File: config.mk
export PLATFORM = sky130hd
export DESIGN_NAME = fetch_stage
export DESIGN_NICKNAME = d
export VERILOG_FILES = /design/src/rtl/fetch_stage.sv
export SDC_FILE = /design/constraint.sdc
export NUM_CORES = 1
export LEC_CHECK = 0
export ABC_CLOCK_PERIOD_IN_PS = 3200
export CAP_MARGIN = 20
export CORE_ASPECT_RATIO = 1.5
export CORE_MARGIN = 5
export CORE_UTILIZATION = 45
export CTS_BUF_LIST = sky130_fd_sc_hd__clkbuf_2 sky130_fd_sc_hd__clkbuf_4 sky130_fd_sc_hd__clkbuf_8
export DETAILED_ROUTE_END_ITERATION = 16
export PLACE_DENSITY = 0.83
export SETUP_SLACK_MARGIN = 0.05
export SLEW_MARGIN = 20
export SYNTH_ARGS = -nofsm -noshare
export SYNTH_HDL_FRONTEND = slang
export SYNTH_SLANG_ARGS = --single-unit
File: constraint.sdc
create_clock -name clk -period 3.2 [get_ports clk]
set_clock_uncertainty 0.1 [all_clocks]
set_input_delay 0.64 -clock clk [delete_from_list [all_inputs] [get_ports clk]]
set_output_delay 0.64 -clock clk [all_outputs]
set_load 0.02 [all_outputs]
File: src/rtl/fetch_stage.sv
// Instruction-fetch stage: program counter, ROM addressing and the IF/ID
// pipeline register. Handles stall (LE low), branch redirect with a single
// bubble, and flush of the slot entering IF/ID.
module fetch_stage #(
  parameter int                   ADDR_W  = 8,
  parameter int                   INSTR_W = 32,
  parameter int                   PC_INC  = 4,
  parameter logic [INSTR_W-1:0]   NOP     = 32'h0000_0000
) (
  input  logic               clk,
  input  logic               R,
  input  logic               LE,
  input  logic               br_taken,
  input  logic [ADDR_W-1:0]  br_target,
  input  logic               flush,
  output logic [ADDR_W-1:0]  rom_addr,
  input  logic [INSTR_W-1:0] rom_data,
  output logic [INSTR_W-1:0] id_instr,
  output logic [ADDR_W-1:0]  id_pc,
  output logic [ADDR_W-1:0]  id_link,
  output logic               id_valid,
  output logic [15:0]        fetch_cnt
);

  // PC step truncated to the address width so all PC arithmetic wraps.
  localparam logic [ADDR_W-1:0] PC_STEP = ADDR_W'(PC_INC);

  typedef enum logic [1:0] {
    S_BOOT = 2'd0,
    S_RUN  = 2'd1,
    S_HOLD = 2'd2
  } state_t;

  state_t             state_q, state_d;
  logic [ADDR_W-1:0]  pc_q, pc_d;
  logic [INSTR_W-1:0] instr_q, instr_d;
  logic [ADDR_W-1:0]  idpc_q, idpc_d;
  logic [ADDR_W-1:0]  link_q, link_d;
  logic               valid_q, valid_d;
  logic [15:0]        cnt_q, cnt_d;

  // Saturating increment: the counter sticks at all-ones instead of wrapping.
  function automatic logic [15:0] sat_inc(input logic [15:0] val);
    if (val == 16'hFFFF) begin
      sat_inc = val;
    end else begin
      sat_inc = val + 16'd1;
    end
  endfunction

  // Stall state for the current state: RUN drops into HOLD, BOOT/HOLD stay put.
  function automatic state_t stall_state(input state_t cur);
    case (cur)
      S_BOOT:  stall_state = S_BOOT;
      S_RUN:   stall_state = S_HOLD;
      S_HOLD:  stall_state = S_HOLD;
      default: stall_state = S_BOOT;
    endcase
  endfunction

  // Next-state and next-register computation; branch beats stall beats flush.
  always_comb begin
    state_d = state_q;
    pc_d    = pc_q;
    instr_d = instr_q;
    idpc_d  = idpc_q;
    link_d  = link_q;
    valid_d = valid_q;
    cnt_d   = cnt_q;
    if (br_taken) begin
      // Redirect: bubble enters IF/ID, id_pc/id_link keep their last values.
      pc_d    = br_target;
      instr_d = NOP;
      valid_d = 1'b0;
      state_d = S_RUN;
    end else if (!LE) begin
      // Stall: every register holds, only the FSM records the stall.
      state_d = stall_state(state_q);
    end else if (flush) begin
      // Squash the fetched word but keep the PC moving.
      pc_d    = pc_q + PC_STEP;
      instr_d = NOP;
      valid_d = 1'b0;
      state_d = S_RUN;
    end else begin
      // Normal advance: ROM word at the current PC moves into IF/ID.
      pc_d    = pc_q + PC_STEP;
      instr_d = rom_data;
      idpc_d  = pc_q;
      link_d  = pc_q + PC_STEP;
      valid_d = 1'b1;
      cnt_d   = sat_inc(cnt_q);
      state_d = S_RUN;
    end
  end

  // State and pipeline registers with asynchronous active-high reset.
  always_ff @(posedge clk or posedge R) begin
    if (R) begin
      state_q <= S_BOOT;
      pc_q    <= {ADDR_W{1'b0}};
      instr_q <= NOP;
      idpc_q  <= {ADDR_W{1'b0}};
      link_q  <= {ADDR_W{1'b0}};
      valid_q <= 1'b0;
      cnt_q   <= 16'd0;
    end else begin
      state_q <= state_d;
      pc_q    <= pc_d;
      instr_q <= instr_d;
      idpc_q  <= idpc_d;
      link_q  <= link_d;
      valid_q <= valid_d;
      cnt_q   <= cnt_d;
    end
  end

  // All outputs come straight from flops, so rom_addr cannot glitch mid-cycle.
  assign rom_addr  = pc_q;
  assign id_instr  = instr_q;
  assign id_pc     = idpc_q;
  assign id_link   = link_q;
  assign id_valid  = valid_q;
  assign fetch_cnt = cnt_q;

endmodule

==> flow_summary.toml, run 1 <==
[final_layout]
diodes = 0
nets = 395
area_growth_pct = 48.3
multiInputGateArea_mm2 = 0.00110
layout-drive-gt1-share = 0.116
n_fill_cell = 484
ff_latch_area_mm2 = 0.00178

[global_routing]
grt_pass1_wl_um = 12200
grt_overflow = 0
grt_pass1_vias = 2376
grt_antenna_before_repair = 0
grtUsageTotal = 0.187
grt_max_degree = 43

[clock_network]
clock-sinks = 71
cts_tree = "done"
root_buffer = "clkbuf_8"
cts_resized = 0
clockBufferDepth = 2
htreeDepth = 3
clk_pin_slew_ns = 0.07
post_cts_buffers = 0
cts_hold_buf = 0
clkLatencyLatePin_ns = 0.33
numCtsBuffers = 9

[logic_synthesis]
syn_area_mm2 = 0.00295
syn_area_per_cell_um2 = 12.9
synthTopCellsByArea = "dfrtp_1, a22o_1, mux2_2"
synth.top_cell.area_share = 0.602
yosys.area.top_type = "dfrtp_1"
synthDistinctLibCells = 31
postSynth.asyncResetShare = 1.00
synth_ff_type = "dfrtp_1"
synth_nets = 275
syn_inst = 228
synth_seq_cells = 71
yosys_warnings = 0
synth-seq-area-share = 0.602
synth_edf_count = 0

[timing]
tightest_slew_ns = 0.582
fmaxAchievable_mhz = 444
tns_ns = 0
hold_viol = 0
worst_slack_ns = 0.950
slew_violations = 0
rsz0062_at_grt = "no"
finalSetupViolCount = 0
slew_headroom = 0.611
min_period_over_period = 0.703
fin_crit_ns = 2.25

[die]
initial_core_util = 0.458
core_mm2 = 0.00644
ios = 118
num_rows = 36
design.die.area_mm2 = 0.00831
die_height_um = 109
dieWidth_um = 76.1

[setup_path]
startpoint = "rom_addr[5]$_DFFE_PP0N_"
cp_max_fo = 8
crit_family = "buffers and inverters"
r2r-start = "fetch_cnt[0]$_DFFE_PP0P_"
crit_path_start_kind = "flop"
cp.depth = 1
max_stage_delay_ns = 0.67
slowest_stage = "clkdlybuf4s50_1"
cp-end-kind = "output pin"
r2r_cells = 5
rrSetupSlack_ns = 1.24
required_ns = 2.46
path_class = "flop to output pin"
arrival_ns = 1.51
path_cells = "clkdlybuf4s50_1"
crit_end = "rom_addr[5]"
r2r_end = "fetch_cnt[14]$_DFFE_PP0P_"
crit_buf_inv = 1

[run]
cap_violations = 0

[placement]
gp_congestion = 0.859
dp_hpwl_um = 5780
port_buffers = 117
pre_cts_slack_ns = 0.632

[power_and_ir_drop]
powerDensity_mw_per_mm2 = 527
leakage_nw = 1.91
irDropWorstVdd_uv = 402

[detailed_routing]
ant_nets = 0
via_per_inst = 5.42
routed_wl_um = 7850
wire_per_inst_um = 18.3
first_iter_violations = 122
drc = 0
dr.pass1.iters = 4
vias = 2320

[hold_path]
min_path_type = "flop to flop"

[run_status]
outcome = "finished, final reports clean"
==> cell type report <==
cell class | count | area share
clock buffers | 11 | 0.0332
clock inverters | 4 | 0.00515
inverters | 1 | 0.000858
multi-input cells | 142 | 0.252
flip-flops and latches | 71 | 0.406
well taps | 76 | 0.0217
repair buffers | 123 | 0.281
==> cell usage after synthesis (all sizes together) (3+ instances only) <==
cell	n
nand2	16
o21ai	10
and3	3
nand4	10
nor3b	3
buf	5
clkbuf	9
and2	3
xnor2	9
and4	3
mux2	12
a22o	32
nor2	5
dfrtp	71
xor2	13
nand3	7
a21oi	3
==> registers in the layout, summed over array words and instances (netlist names) <==
signal and flops:
id_pc 8, fetch_cnt 16, id_instr 32, id_valid 1, rom_addr 8, id_link 6
==> through the flow <==
| stage | hold WS (ns) | instance area (um^2) | util | cells | power [mW] |
|---|---|---|---|---|---|
| floorplan | 0.490 | 2950 | - | 228 | 1.38 |
| global placement | 0.369 | 4210 | 0.653 | 413 | 1.70 |
| detailed placement | 0.381 | 4210 | 0.653 | 413 | 1.72 |
| CTS | 0.397 | 4370 | 0.679 | 428 | 2.34 |
| global route | 0.410 | 4370 | 0.679 | 428 | 2.41 |
| finish | 0.388 | 4370 | 0.679 | 428 | 2.31 |
==> routing by layer <==
metal  up-vias  GRT usage  part of all wire
met2        75      0.320              0.55
met1      1168      0.221              0.38
met5         -          0                 0
met4         0     0.0800             0.017
li1       1070          -                 -
met3         7     0.0521             0.059
==> power breakdown <==
group	switching [mW]	internal (mW)
registers	0.105	0.996
clock network	0.307	0.303
logic	0.285	0.311
==> cells in the final DEF (no fill, tap or decap), types with 2 or more instances in the layout <==
| cell type | n |
|---|---|
| a41oi_1 | 2 |
| clkinv_2 | 3 |
| nand2_1 | 16 |
| xor2_1 | 13 |
| and3_1 | 3 |
| nand3_1 | 7 |
| xnor2_1 | 9 |
| buf_4 | 5 |
| o21ai_0 | 10 |
| nand4_1 | 10 |
| and4_1 | 3 |
| clkdlybuf4s50_1 | 117 |
| nor2_1 | 4 |
| ha_1 | 2 |
| nor4_4 | 2 |
| and2_1 | 3 |
| clkbuf_8 | 10 |
| mux2_2 | 12 |
| dfrtp_1 | 71 |
| a21oi_1 | 3 |
| a22o_1 | 32 |
==> cell families after synthesis <==
kind of cell	after synthesis	share of synthesized area
AO/OA/AOI/OAI	48	0.126
multiplexers	13	0.0492
flip-flops	71	0.602
XOR/XNOR	22	0.0653
AND/OR/NAND/NOR	57	0.121
adder cells (fa/ha/maj)	2	0.00848
buffers and inverters	15	0.0271
==> worst min-delay path by stage <==
stage | startpoint | end | cells after the start
2_1_floorplan | id_link[4]$_DFFE_PP0P_ | id_link[4]$_DFFE_PP0P_ | 2
3_3_place_gp | id_link[5]$_DFFE_PP0P_ | id_link[5]$_DFFE_PP0P_ | 2
3_5_place_dp | id_link[6]$_DFFE_PP0P_ | id_link[6]$_DFFE_PP0P_ | 2
4_1_cts | id_link[6]$_DFFE_PP0P_ | id_link[6]$_DFFE_PP0P_ | 2
5_1_grt | id_instr[5]$_DFFE_PP0N_ | id_instr[5]$_DFFE_PP0N_ | 1
6_report | id_link[6]$_DFFE_PP0P_ | id_link[6]$_DFFE_PP0P_ | 2
(Power assumes the default switching activity.)
==> run 2: changes to the inputs <==
--- a/config.mk
+++ b/config.mk
@@ -5,14 +5,14 @@
 export SDC_FILE = /design/constraint.sdc
 export NUM_CORES = 1
 export LEC_CHECK = 0
-export ABC_CLOCK_PERIOD_IN_PS = 3200
+export ABC_CLOCK_PERIOD_IN_PS = 1800
 export CAP_MARGIN = 20
 export CORE_ASPECT_RATIO = 1.5
 export CORE_MARGIN = 5
-export CORE_UTILIZATION = 45
+export CORE_UTILIZATION = 40
 export CTS_BUF_LIST = sky130_fd_sc_hd__clkbuf_2 sky130_fd_sc_hd__clkbuf_4 sky130_fd_sc_hd__clkbuf_8
 export DETAILED_ROUTE_END_ITERATION = 16
-export PLACE_DENSITY = 0.83
+export PLACE_DENSITY = 0.78
 export SETUP_SLACK_MARGIN = 0.05
 export SLEW_MARGIN = 20
 export SYNTH_ARGS = -nofsm -noshare
==> constraint.sdc (replaced) <==
create_clock -name clk -period 1.8 [get_ports clk]
set_clock_uncertainty 0.1 [all_clocks]
set_input_delay 0.36 -clock clk [delete_from_list [all_inputs] [get_ports clk]]
set_output_delay 0.36 -clock clk [all_outputs]
set_load 0.02 [all_outputs]
==> run 2 against run 1 <==
  * Setup slack got worse by 0.85 ns
  * Clock power up 110%
  * Die area increased by 11%
  * Utilization is 4.8 points lower
  * Critical path type is now input pin to flop
  * Critical endpoint is now fetch_cnt[4]$_DFFE_PP0P_
  * Highest routed layer unchanged
==> flow_summary.toml, run 2 (synthesis gave the netlist of run 1 again) <==
[run_status]
outcome = "finished, final reports clean"

[final_layout]
final_cell_area_mm2 = 0.00456
nets = 417
area_growth_pct = 54.6
largest_reg_flops = 32
diodes = 0
final_common_cell = "dlygate4sd2_1"
layout_common_cells = "dlygate4sd2_1, dfrtp_1, clkdlybuf4s50_1"
layout-drive-gt1-share = 0.176
finish.utilization = 0.631

[die]
initial_core_util = 0.408
core_mm2 = 0.00723
num_rows = 38
die_height_um = 115
design.die.area_mm2 = 0.00922
ios = 118
dieWidth_um = 80.1

[global_routing]
grt_pass1_vias = 2540
grt-busiest-layer = "met2"
grt_use_met2 = 0.313
grt_pass1_wl_um = 12800
use_met3 = 0.0423
grtUsageTotal = 0.186
grt_overflow = 0
use_met1 = 0.209
grt_antenna_before_repair = 0
grt_max_degree = 31

[clock_network]
clockBufferDepth = 2
clk_pin_slew_ns = 0.07
clkLatencyLatePin_ns = 0.35
clock-sinks = 71
numCtsBuffers = 9
root_buffer = "clkbuf_8"
cts_tree = "done"
htreeDepth = 3

[setup_path]
crit_path_start_kind = "input pin"
r2r_cells = 6
cp_max_fo = 11
required_ns = 1.97
arrival_ns = 1.87
cp-end-kind = "flop"
r2r_end = "fetch_cnt[10]$_DFFE_PP0P_"
r2r-start = "fetch_cnt[8]$_DFFE_PP0P_"
path_class = "input pin to flop"
rrSetupSlack_ns = 0.12

[power_and_ir_drop]
power.switching_mw = 1.28
power_mw = 4.26
seqPwrFrac = 0.447
leakage_nw = 2.30
irDropWorstVdd_uv = 599
p_int_mw = 2.98
clkPwrFrac = 0.305
swShare = 0.300
comb_power_share = 0.247
powerDensity_mw_per_mm2 = 934

[timing]
min_period_over_period = 0.943
fmaxAchievable_mhz = 589
slew_violations = 0
finalSetupViolCount = 0
rsz0062_at_grt = "yes"
fin_crit_ns = 1.70
slew_headroom = 0.723
hold_viol = 0
tightest_slew_ns = 0.415

[hold_path]
min_path_type = "input pin to asynchronous set/reset pin"

[detailed_routing]
drc = 0
via_per_inst = 4.98
dr.pass1.iters = 4
vias = 2365
first_iter_violations = 72
ant_nets = 0
wire_per_inst_um = 16.7
routed_wl_um = 7940

[run]
cap_violations = 0

[placement]
port_buffers = 117
gp_congestion = 0.826
dp_hpwl_um = 6000
dpl_cell_area_mm2 = 0.00442
[run 2: timing repair]
action | CTS | global route
resized for setup | 73 | 4
endpoints found under the setup margin | 75 | 12
hold buffers | 0 | 0
setup buffers | 0 | 2
pin swaps | 1 | 2
[run 2: how the worst max path moves through the flow]
stage / startpoint / to / slack (ns) / cells past startpoint
global route: fetch_cnt[2]$_DFFE_PP0P_ / fetch_cnt[13]$_DFFE_PP0P_ / 0.04 / 5
detailed placement: LE / fetch_cnt[13]$_DFFE_PP0P_ / -0.34 / 5
global placement: LE / fetch_cnt[13]$_DFFE_PP0P_ / -0.32 / 5
finish: LE / fetch_cnt[4]$_DFFE_PP0P_ / 0.10 / 5
CTS: fetch_cnt[0]$_DFFE_PP0P_ / fetch_cnt[0] / 0.1 / 2
floorplan: fetch_cnt[1]$_DFFE_PP0P_ / fetch_cnt[14]$_DFFE_PP0P_ / 0.05 / 5
[run 2: layer usage]
metal	part of all wire	vias up
met1	0.38	1149
met2	0.53	73
met5	0	-
met4	0.041	0
met3	0.050	21
li1	-	1122
[run 2: layout make-up]
cell class | count | area (um^2)
Fill cell | 623 | 2670
Inverter | 1 | 7.51
Multi-Input combinational cell | 142 | 1100
Clock inverter | 5 | 56.3
Clock buffer | 11 | 151
Timing Repair Buffer | 145 | 1340
Sequential cell | 71 | 1780
Tap cell | 100 | 125
[run 2: worst max-delay path: stages]
cell and delay, ns:
clkdlybuf4s50_1 0.51, or3b_4 0.42, buf_4 0.19, nor3_1 0.22, xor2_1 0.15
[run 2: power groups by stage]
stage / combinational (mW) / clock [mW] / sequential [mW]
6_report: 1.05 / 1.30 / 1.90
3_5_place_dp: 1.20 / 0 / 1.94
4_1_cts: 1.07 / 1.34 / 1.91
2_1_floorplan: 0.304 / 0 / 2.16
5_1_grt: 1.14 / 1.41 / 1.94
3_3_place_gp: 1.18 / 0 / 1.93
[run 2: through the flow]
stage | hold slack, ns | worst slack [ns] | std cells | setup TNS, ns
finish | 0.258 | 0.103 | 475 | 0
global route | 0.284 | 0.0362 | 475 | 0
CTS | 0.249 | 0.0972 | 473 | 0
detailed placement | 0.365 | -0.341 | 457 | -12.70
global placement | 0.358 | -0.319 | 457 | -12.82
floorplan | 0.381 | 0.0516 | 228 | 0
==> run 3: changes to the inputs <==
--- a/config.mk
+++ b/config.mk
@@ -5,7 +5,7 @@
 export SDC_FILE = /design/constraint.sdc
 export NUM_CORES = 1
 export LEC_CHECK = 0
-export ABC_CLOCK_PERIOD_IN_PS = 1800
+export ABC_CLOCK_PERIOD_IN_PS = 1400
 export CAP_MARGIN = 20
 export CORE_ASPECT_RATIO = 1.5
 export CORE_MARGIN = 5
==> constraint.sdc (replaced) <==
create_clock -name clk -period 1.4 [get_ports clk]
set_clock_uncertainty 0.1 [all_clocks]
set_input_delay 0.28 -clock clk [delete_from_list [all_inputs] [get_ports clk]]
set_output_delay 0.28 -clock clk [all_outputs]
set_load 0.02 [all_outputs]
==> run 3 against run 2 <==
  * The run now ends with setup timing left
  * Clock power increased by 38%
  * Routed wire length increased by 8.1%
  * Clock-buffer cell count increased by 1
  * Global-route usage about the same
  * Die area unchanged
  * Worst hold slack improved by 0.0080 ns
  * Utilization increased by 3.0 points
  * Critical endpoint is now fetch_cnt[10]$_DFFE_PP0P_
  * Largest power group unchanged
==> flow_summary.toml, run 3 (synthesis gave the netlist of run 1 again) <==
[die]
initial_core_util = 0.408
dieWidth_um = 80.1
num_rows = 38
design.die.area_mm2 = 0.00922
ios = 118
core_mm2 = 0.00723
die_height_um = 115

[global_routing]
use_met3 = 0.0549
grt_pass1_wl_um = 13200
grt_antenna_before_repair = 0
grt_pass1_vias = 2660
grt_max_degree = 41
grt-busiest-layer = "met2"
grtUsageTotal = 0.186
grt_use_met2 = 0.323
use_met1 = 0.213
grt_overflow = 0

[clock_network]
cts_tree = "done"
clkLatencyLatePin_ns = 0.33
clockBufferDepth = 2
clock-sinks = 71
clk_pin_slew_ns = 0.07
root_buffer = "clkbuf_8"
cts_hold_buf = 0
numCtsBuffers = 9
htreeDepth = 3

[setup_path]
slowest_stage = "dfrtp_2"
max_stage_delay_ns = 0.40
path_class = "flop to flop"
crit_path_start_kind = "flop"
cp-end-kind = "flop"
r2r_cells = 6
cp_max_fo = 3
path_cells = "ha_4 > and4bb_2 > o2111ai_2 > buf_6 > nor2_4 > xor2_1"
arrival_ns = 1.71
required_ns = 1.55

[placement]
dp_hpwl_um = 6210
port_buffers = 117
gp_congestion = 0.801
pre_cts_slack_ns = -0.579
dp.cells = 480

[detailed_routing]
routed_wl_um = 8580
ant_nets = 0
wire_per_inst_um = 16.9
vias = 2514
via_per_inst = 4.95
dr.pass1.iters = 4
drc = 0
first_iter_violations = 129

[timing]
min_period_over_period = 1.11
rsz0062_at_grt = "yes"
worst_slack_ns = -0.157
finalSetupViolCount = 17
fmaxAchievable_mhz = 642
fin_crit_ns = 1.56
slew_headroom = 0.821
tightest_slew_ns = 0.266
hold_viol = 0
slew_violations = 0
tns_ns = -2.03

[hold_path]
min_path_type = "input pin to asynchronous set/reset pin"

[run_status]
outcome = "complete, but fails checks"
violations = "setup timing"

[final_layout]
diodes = 0
instances_no_fill = 508
nets = 450
final_common_cell = "buf_2"
largest_reg_flops = 32
area_growth_pct = 62.0
layout_common_cells = "buf_2, dfrtp_1, buf_4"
layout-drive-gt1-share = 0.502
finish.utilization = 0.661

[power_and_ir_drop]
irDropWorstVdd_uv = 746
leakage_nw = 2.34
powerDensity_mw_per_mm2 = 1250

[run]
cap_violations = 0
[run 3: worst paths after layout]
| path | startpoint | endpoint | slack, ns |
|---|---|---|---|
| worst min register to register | id_link[5]$_DFFE_PP0P_ | id_link[5]$_DFFE_PP0P_ | 0.38 |
| worst max register to register | fetch_cnt[0]$_DFFE_PP0P_ | fetch_cnt[10]$_DFFE_PP0P_ | -0.16 |
| worst max-delay path | fetch_cnt[0]$_DFFE_PP0P_ | fetch_cnt[10]$_DFFE_PP0P_ | -0.16 |
| min in group clk | br_taken | rom_addr[7]$_DFFE_PP0N_ | 0.33 |
| max in group asynchronous | R | fetch_cnt[12]$_DFFE_PP0P_ | 0.69 |
| worst min-delay path | R | id_instr[9]$_DFFE_PP0N_ | 0.27 |
[run 3: cell type report]
class | count | area [um^2]
flip-flops and latches | 71 | 1800
repair buffers | 178 | 1410
fillers | 585 | 2450
clock inverters | 4 | 70.1
clock buffers | 12 | 153
inverters | 1 | 7.51
well taps | 100 | 125
multi-input cells | 142 | 1220
[run 3: routing by layer]
metal	up-vias	wire length, um
met1	1232	3140
met5	-	0
met3	20	502
met2	83	4670
li1	1179	-
met4	0	265
[run 3: per-stage QoR]
stage          total power [mW]  cell area (um^2)  hold WS [ns]
2_1_floorplan              3.25              3040         0.301
3_3_place_gp               4.21              4660         0.370
3_5_place_dp               4.25              4660         0.376
4_1_cts                    5.89              4650         0.253
5_1_grt                    6.25              4780         0.254
6_report                   5.95              4780         0.266
[run 3: where the power goes]
group	total, mW	switching (mW)	internal, mW
combinational	1.67	0.816	0.857
sequential	2.48	0.187	2.29
clock	1.80	0.715	1.09
total	5.95	1.72	4.23
[run 3: repair_timing]
| action | 4_1_cts | 5_1_grt |
|---|---|---|
| pin swaps | 12 | 12 |
| hold endpoints to repair | 0 | 0 |
| gates resized for setup | 334 | 24 |
| buffers inserted | 4 | 9 |
| setup endpoints to repair | 134 | 33 |
[run 3: critical path: cells and delay by family, from the launching register on]
| kind | cells | cell delay, ns |
|---|---|---|
| flops | 1 | 0.40 |
| simple gates | 2 | 0.34 |
| xor+xnor | 1 | 0.14 |
| buf+inv | 1 | 0.18 |
| fa+ha+maj | 1 | 0.17 |
| compound gates | 1 | 0.15 |
==> RTL change: new RTL, flow settings as in run 1 <==
Change the parameter `ADDR_W` from 8 to 10.
--- a/src/rtl/fetch_stage.sv
+++ b/src/rtl/fetch_stage.sv
@@ -4,3 +4,3 @@
 module fetch_stage #(
-  parameter int                   ADDR_W  = 8,
+  parameter int                   ADDR_W  = 10,
   parameter int                   INSTR_W = 32,
Ports: changed (resized br_target, id_link, id_pc and rom_addr); port bits go from 118 to 126. No check against the original RTL was run, so the function may have changed too.
==> RTL change against run 1 <==
Sequential cell count grew 6; non-clock buffer count grew 8; wire length grew 8.1%; largest cell class unchanged; setup slack lost 0.060 ns; power grew 8.4%; largest power group unchanged; critical endpoint is now fetch_cnt[9]$_DFFE_PP0P_; area after synthesis grew 8.7%; sequential power grew 7%; final area grew 7.9%.
==> RTL change: results (changes against run 1) <==
stage,metric,value,unit,change
status,status,"finished, final reports clean",,
routing,met1 WL,3.53,mm,+19%
routing,via count,2610,,+13%
yosys,XOR/XNOR share of the synthesized area,7.38,%,+0.84 points
hold_path,Hold Path Origin,id_pc[9]$_DFFE_PP0P_,,
routing,WL final,8.49,mm,+8.1%
grt,initial antenna violation count,0,,unchanged
power_and_ir_drop,Pwr Total,2.50,mW,+8.4%
place,Setup Slack @ Placement,0.494,ns,-0.138 ns
yosys,adder-cell share of the synthesized area,0.781,%,-0.068 points
power_and_ir_drop,Power Internal,1.76,mW,+9.1%
timing,Worst-Margin Slew,0.905,ns,+0.323 ns
place,Final HPWL DP,6.26,mm,+8.4%
grt,aggregate global-route resource usage,19.9,%,+1.1 points
timing,hold slack,0.377,ns,-0.0119 ns
setup_path,Crit Path Max Fanout,46,,+38
place,RD Place Congestion,0.880,,+2.5%
place,port bufs,125,,+6.8%
place,placed cell count,473,,+15%
yosys,"top cells by count, synth","77 x dfrtp_1, 60 x nand2_1, 32 x a22o_1",,
yosys,syn_nets,331,,+20%
setup_path,worst path arrival time,2.48,ns,+0.97 ns
grt,met3 global-route usage,6.56,%,+1.3 points
routing,WL met2,4.13,mm,-3.8%
setup_path,Worst Setup EP,fetch_cnt[9]$_DFFE_PP0P_,,
grt,grt met1 use,25.6,%,+3.5 points
finish,Fill cells,524,,+8.3%
routing,Met3 Routed Length,702,um,+51%
yosys,Compound-Gate Fraction of Synth Area,11.7,%,-0.85 points
power_and_ir_drop,clk pwr,0.677,mW,+11%
place,DP Area,4530,sq um,+7.8%
setup_path,Worst R2R End,fetch_cnt[1]$_DFFE_PP0P_,,
routing,DRT iter0 DRCs,133,,+9.0%
grt,vias in the first global route,2651,,+12%
finish,nets,455,,+15%
yosys,ranking of synthesized cells by area,"dfrtp_1 60%, a22o_1 8.7%, nand2_1 7.0%",,
power_and_ir_drop,seq pwr,1.18,mW,+7%
grt,M2 GR Usage,31.7,%,-0.34 points
yosys,post-synthesis mux area share,1.48,%,-3.4 points
yosys,Synth cell types,34,,+9.7%
grt,first-pass GRT wire length,13.9,mm,+13%
yosys,sequential element share of the synthesized area,60.1,%,-0.14 points
grt,largest net degree at the start of global routing,55,,+28%
finish,share of layout cells above drive strength 1,8.52,%,-3.1 points
setup_path,worst reg2reg setup slack,1.22,ns,-0.02 ns
routing,Wirelength per Cell,17.4,um,-5.3%
power_and_ir_drop,largest vdd supply drop,0.437,mV,+8.9%
cts,CTS root buf,clkbuf_8,,
setup_path,Worst Setup SP,br_taken,,
routing,1st-pass router iterations,5,,+1
yosys,Synth Instances,282,,+24%
power_and_ir_drop,Leak Pwr,2.11,nW,+10%
[RTL change: cell types whose count changed after synthesis, sizes merged, moves of 4 or more]
cell | run 1 | this run
nand2 | 16 | 60
xnor2 | 9 | 13
nor3 | 1 | 7
buf | 5 | 10
o21ai | 10 | 14
dfrtp | 71 | 77
mux2 | 12 | 3
[RTL change: cell type report]
type / instances / area (sq um) / share of cell area, %
Tap cell: 78 / 97.6 / 2.07
Multi-Input combinational cell: 184 / 1200 / 25.4
Sequential cell: 77 / 1930 / 40.8
Clock buffer: 15 / 181 / 3.84
Inverter: 3 / 12.5 / 0.265
Timing Repair Buffer: 131 / 1300 / 27.5
Clock inverter: 1 / 5.00 / 0.106
[RTL change: worst max-delay path: stages]
cell and delay, ns:
clkdlybuf4s50_1 0.48, nor3b_4 0.23, buf_4 0.45, nand2_1 0.22, nor4_1 0.28, xor2_1 0.18
